## src/rtl/pair_split_rx.sv

```systemverilog
// Serial-to-pair receiver: even-index bits land on mid1, odd-index bits on mid2,
// and completed pairs queue in a small FIFO behind a valid/ready handshake.
module pair_split_rx #(
    parameter int   DEPTH = 4,
    parameter logic PAD   = 1'b0
) (
    input  logic                   clk1,
    input  logic                   rst_n,
    input  logic                   in_valid,
    output logic                   in_ready,
    input  logic                   in_bit,
    input  logic                   in_last,
    output logic                   out_valid,
    input  logic                   out_ready,
    output logic                   mid1,
    output logic                   mid2,
    output logic                   out_last,
    output logic                   out_odd,
    output logic [$clog2(DEPTH):0] count
);

    localparam int          AW   = $clog2(DEPTH);
    localparam logic [AW:0] FULL = (AW+1)'(DEPTH);

    typedef enum logic {EVEN, ODD} phase_t;

    typedef struct packed {
        logic mid1;
        logic mid2;
        logic last;
        logic odd;
    } pair_t;

    phase_t          phase;
    logic            hold;
    logic [AW-1:0]   wr_ptr;
    logic [AW-1:0]   rd_ptr;
    pair_t           mem [DEPTH];
    pair_t           push_pair;
    pair_t           head;
    logic            in_xfer;
    logic            push;
    logic            pop;

    assign out_valid = (count != '0);
    assign pop       = out_valid && out_ready;
    // A pop in the same cycle frees the slot an ODD or closing bit needs.
    assign in_ready  = rst_n && ((count < FULL) || pop);
    assign in_xfer   = in_valid && in_ready;
    assign push      = in_xfer && ((phase == ODD) || in_last);

    always_comb begin
        // NOTE: both branches assign every field, so no latch can be inferred.
        if (phase == ODD) begin
            push_pair = '{mid1: hold, mid2: in_bit, last: in_last, odd: 1'b0};
        end else begin
            push_pair = '{mid1: in_bit, mid2: PAD, last: 1'b1, odd: 1'b1};
        end
    end

    assign head = out_valid ? mem[rd_ptr] : '0;
    assign {mid1, mid2, out_last, out_odd} = head;

    // NOTE: state uses non-blocking assignments so every register samples pre-edge values.
    always_ff @(posedge clk1) begin
        if (!rst_n) begin
            phase  <= EVEN;
            hold   <= 1'b0;
            wr_ptr <= '0;
            rd_ptr <= '0;
            count  <= '0;
        end else begin
            if (in_xfer) begin
                if (phase == EVEN && !in_last) begin
                    hold  <= in_bit;
                    phase <= ODD;
                end else begin
                    phase <= EVEN;
                end
            end
            // DEPTH is a power of two, so the pointers wrap by natural overflow.
            if (push) wr_ptr <= wr_ptr + 1'b1;
            if (pop)  rd_ptr <= rd_ptr + 1'b1;
            if (push && !pop) begin
                count <= count + 1'b1;
            end else if (pop && !push) begin
                count <= count - 1'b1;
            end
        end
    end

    // NOTE: the pair storage has no reset; count gates every read of it.
    always_ff @(posedge clk1) begin
        if (push) mem[wr_ptr] <= push_pair;
    end

endmodule
```

## config.mk

```make
export PLATFORM = sky130hd
export DESIGN_NAME = pair_split_rx
export DESIGN_NICKNAME = d
export VERILOG_FILES = /design/src/rtl/pair_split_rx.sv
export SDC_FILE = /design/constraint.sdc
export NUM_CORES = 1
export LEC_CHECK = 0
export BUFFER_PORTS_ARGS = -buffer_cell sky130_fd_sc_hd__buf_2
export CAP_MARGIN = 40
export CORE_MARGIN = 3
export CORE_UTILIZATION = 52
export DETAILED_ROUTE_END_ITERATION = 8
export PLACE_DENSITY = 0.79
export SLEW_MARGIN = 20
export SYNTH_ARGS = -nofsm -noshare
export SYNTH_HDL_FRONTEND = slang
export SYNTH_SLANG_ARGS = --single-unit
```

## constraint.sdc

```tcl
create_clock -name clk1 -period 5.1 [get_ports clk1]
set_input_delay 0.765 -clock clk1 [delete_from_list [all_inputs] [get_ports clk1]]
set_output_delay 0.765 -clock clk1 [all_outputs]
set_load 0.01 [all_outputs]
```

# Yosys cells after proc, flatten, opt, wreduce, memory -nomap -nowiden
# Memories as Yosys holds them, arrays and structs flattened. A register that Yosys moved wholly into a read port is not among the register bits.
# Cells that the tools add are included.
# totals
reg_bits,9
latch_bits,0
mem_bits_rw,16
mem_bits_ro,0
in_bits,6
out_inout_bits,9
wordCells,36
mem_count,1
# mem_list
name,words,word_bits,read_ports,rd_clocked_by_memory_dff,write_ports,line_no,rtl
mem,4,4,1,1,1,38,pair_t mem [DEPTH];
# op_classes
addsub,4
multipliers,0
div,0
order_cmp,1
eq_ne,0
shift,0
muxes,9
n_bitwise,1
reduce_logical,15
# op_table
operator,count
two-way mux 4 bit,2
logical AND 1 bit,7
two-way mux 3 bit,2
"adder 2 x 1 -> 2 bit, second input constant",2
two-way mux 2 bit,2
"adder 3 x 1 -> 3 bit, second input constant",1
logical NOT 1 bit,3
"less-than comparator 3 bit, second input constant",1
two-way mux 1 bit,3
nonzero test 3 bit,1
"subtractor 3 x 1 -> 3 bit, second input constant",1
logical OR 1 bit,2
AND reduction 2 bit,1
nonzero test 2 bit,1
inverter 1 bit,1

# Logic depth before layout (Yosys ltp)
# logic_depth
depth_word,10
depth_mapped,8
ltp_nobuf,8

# Worst setup path after synthesis
# Ideal clock, no wire load.
# synth_timing
path_type,input port to flip-flop
start,input in_valid
end,register count[2]
setup_time_ns,0.070
t_arrival_ns,2.320
t_required_ns,5.030
path_slack_ns,2.710
stages,8
n_path_buf,0
cell_sequence,nand2_1 > nor3_4 > ha_1 > inv_1 > fa_1 > xor2_1 > or3_1 > a21boi_1
# synth_between
elab_chain_cells,5
elab_cells_between_ends,7
cone_classes,mux: 1; reduce/logical: 6
# synth_rtl
item,line_no,rtl
from (decl),9,"input logic in_valid,"
logical AND 1 bit (*),49,assign in_xfer = in_valid && in_ready;
logical AND 1 bit (*),50,assign push = in_xfer && ((phase == ODD) || in_last);
via push,42,logic push;
logical NOT 1 bit,86,end else if (pop && !push) begin
logical AND 1 bit,86,
nonzero test 2 bit (no line),--,
to (signal assigned),85,count <= count + 1'b1;
to (signal assigned),87,count <= count - 1'b1;
to (decl),19,output logic [$clog2(DEPTH):0] count
# The timed path passes the listed nets; every way through them passes the cells marked *.
# A chain may end at the register's enable or synchronous reset.

# Final worst setup path
# layout_timing
start,input rst_n
end,register count[2]
# layout_between
elab_chain_cells,6
elab_cells_between_ends,8
cone_classes,mux: 1; reduce/logical: 7
# layout_rtl
item,line_no,rtl
from (decl),8,"input logic rst_n,"
logical AND 1 bit (*),48,assign in_ready = rst_n && ((count < FULL) || pop);
logical AND 1 bit (*),49,
logical AND 1 bit (*),50,
via push,42,
logical NOT 1 bit,86,
logical AND 1 bit,86,
nonzero test 2 bit (no line),--,
# Marked as above.

==> results.toml <==
[run_status]
status = "finished clean"

[critical_path]
cp.required_ns = 5.36
r2r_end = "count[2]"
crit_chain = "buf_2, nand2_1, nor3_4, ha_1, inv_1, fa_1, xor2_1, or3_1, a21boi_1"
critPathLaunchType = "input pin"
cp.depth = 9
r2r-start = "count[2]"
crit_path_max_fanout = 13
timing.critical_path.from = "rst_n"
slowest_delay_ns = 0.37
critPathKind = "input pin to register"
crit_family = "simple AND/OR/NAND/NOR gates"
critPathCaptureType = "register"
ff2ff_setup_slack_ns = 2.88
setup.worst_path.end = "count[2]"
critPathBufInv = 2
crit_path_top_delay_cell = "fa_1"
crit_arrival_ns = 2.69
r2r_cells = 8

[layout]
area_growth_pct = 10.5
diodes = 0
fillers = 177
fin_cells = 133
drive_gt1_frac = 0.236
nets = 119

[timing]
timing.hold.ws_ns = 0.471
finalCriticalPeriod_ns = 2.43
slew_headroom = 0.667
rsz0062_at_grt = "false"
max_freq_ghz = 0.411
setup_viol = 0
setup-tns-final_ns = 0
worst_pin_slew_ns = 0.497
timing.final.crit_share = 0.477
postLayoutSetupSlackWorst_ns = 2.67
finalClockSkew_ns = 0.00412
drv_slew = 0
hold_violations = 0

[clocking]
cts_tree = "yes"
h-tree-depth = 1
clk_pin_slew_worst_paths_ns = 0.13
numCtsBuffers = 3
ctsLongestPathBuffers = 2
clock_latency_ns = 0.31
holdBufCountCts = 0
cts_resized = 0
ctsRootBufferMaster = "clkbuf_4"
postCtsSetupBuffers = 0
clock-sinks = 27

[floorplanning]
die_w_um = 54.2
fp.coreArea_um2 = 2080
rows = 16
die-area_um2 = 2940
boundaryPins = 15
start_util = 0.581
die_h_um = 54.2

[synth]
syn-cell-area_um2 = 1210
syn_avg_cell_area_um2 = 13.6
synth-seq-cells = 27
synthDistinctLibCells = 24
syn_inst = 89
synth_fp_nets = 101
yosysSeqAreaShare = 0.580
yosysWarnings = 0

[power]
p_per_area_nw_per_um2 = 464
swShare = 0.337
p_leak_nw = 0.507
peakVddDrop_mv = 0.418
internal-power_uw = 411
power_frac_clock = 0.142
p_sw_uw = 209
p_comb_frac = 0.373
pwr-share-seq = 0.485

[global_route]
grt_pass1_vias = 675
overflow = 0
antenna_found_initial = 0
grt_first_pass_wirelength_um = 2900
gr-usage-all-layers = 0.144
grt_max_degree = 15

[place]
gp_congestion = 0.710
hpwlAfterDp_um = 1350
post-place-ws_ns = 2.34
io_buffers = 14
post-place-cells = 129

[detailed_routing]
drc = 0
dr.pass1.iters = 4
via_count = 676
drt.antenna.violating_nets = 0
wl_um = 1750
wl_per_cell_um = 13.1
first_iter_violations = 9
vias_per_cell = 5.08

[flow_run]
max_cap_viol_count = 0

[min_path]
hold_path_class = "register to register"
[worst reg2reg max path, cell delays in order, from the launching register on]
cell      delay (ns)
dfxtp_1         0.40
nor2b_4         0.16
nor3_4          0.33
ha_1            0.25
inv_1           0.06
fa_1            0.37
xor2_1          0.16
or3_1           0.30
a21boi_1        0.13
[state kept, by name (all words and copies together), names as in the netlist, named ones only]
signal and flops:
count 3, hold 1, mem 16, phase 1
rd_ptr 2, wr_ptr 2
[metal layers]
metal,GRT usage,share of wire
met5,0,0
met1,0.177,0.42
met3,0.0218,0.034
met4,0.0747,0.015
met2,0.243,0.53
[logic make-up (layout without fill, tap and decap cells)]
kind of cell	after synthesis	after routing	share of synthesized area
AO/OA/AOI/OAI	7	7	0.0393
XOR/XNOR	3	3	0.0217
adder cells (fa/ha/maj)	6	6	0.0683
buffers and inverters	8	25	0.0248
flip-flops	27	27	0.580
multiplexers	8	8	0.108
AND/OR/NAND/NOR	30	30	0.158
[worst min-delay path by stage]
stage / cells past startpoint / from / endpoint
after floorplan: 2 / hold / hold
after global placement: 2 / hold / hold
after detailed placement: 2 / hold / hold
after CTS: 2 / hold / hold
after global routing: 2 / hold / hold
final: 2 / hold / hold
[synthesized netlist by cell type, drive strengths merged]
library cell	n	area share
and3b	1	0.0072
nand2b	2	0.010
dfxtp	11	0.18
mux4	4	0.075
o21ai	4	0.017
fa	1	0.017
ha	5	0.052
a21boi	2	0.012
xnor2	2	0.014
nor3	2	0.022
nand4	1	0.0052
xor2	1	0.0072
clkbuf	1	0.0031
nor2	2	0.0062
edfxtp	16	0.40
inv	7	0.022
nor2b	6	0.037
and2	8	0.041
o31ai	1	0.010
mux2i	4	0.033
or3	2	0.010
nand2	6	0.019
[power groups by stage]
stage               registers, mW  logic, mW  clock network (mW)
floorplan                   0.305      0.159                   0
CTS                         0.303      0.236              0.0910
detailed placement          0.308      0.234                   0
global route                0.308      0.264              0.0998
finish                      0.301      0.231              0.0880
global placement            0.306      0.229                   0
[cell usage in the layout, fill, tap and decap left out, drive strengths merged, types with 2 or more instances in the layout]
master  instances
a21boi          2
and2            8
buf            14
clkbuf          4
dfxtp          11
edfxtp         16
ha              5
inv             7
mux2i           4
mux4            4
nand2           6
nand2b          2
nor2            2
nor2b           6
nor3            2
o21ai           4
or3             2
xnor2           2
[cell type report]
class | count | area (um2) | share of cell area
Sequential cell | 27 | 701 | 0.525
Clock buffer | 4 | 26.3 | 0.0197
Multi-Input combinational cell | 54 | 478 | 0.358
Tap cell | 27 | 33.8 | 0.0253
Timing Repair Buffer | 14 | 70.1 | 0.0525
Inverter | 7 | 26.3 | 0.0197
[stage by stage]
| step | total power, mW | area, um2 | utilization |
|---|---|---|---|
| finish | 0.619 | 1340 | 0.641 |
| global route | 0.672 | 1340 | 0.641 |
| CTS | 0.630 | 1340 | 0.641 |
| detailed placement | 0.542 | 1310 | 0.629 |
| global placement | 0.535 | 1310 | 0.629 |
| floorplan | 0.465 | 1210 | - |
Note: power is estimated with default switching activity, not from simulation.
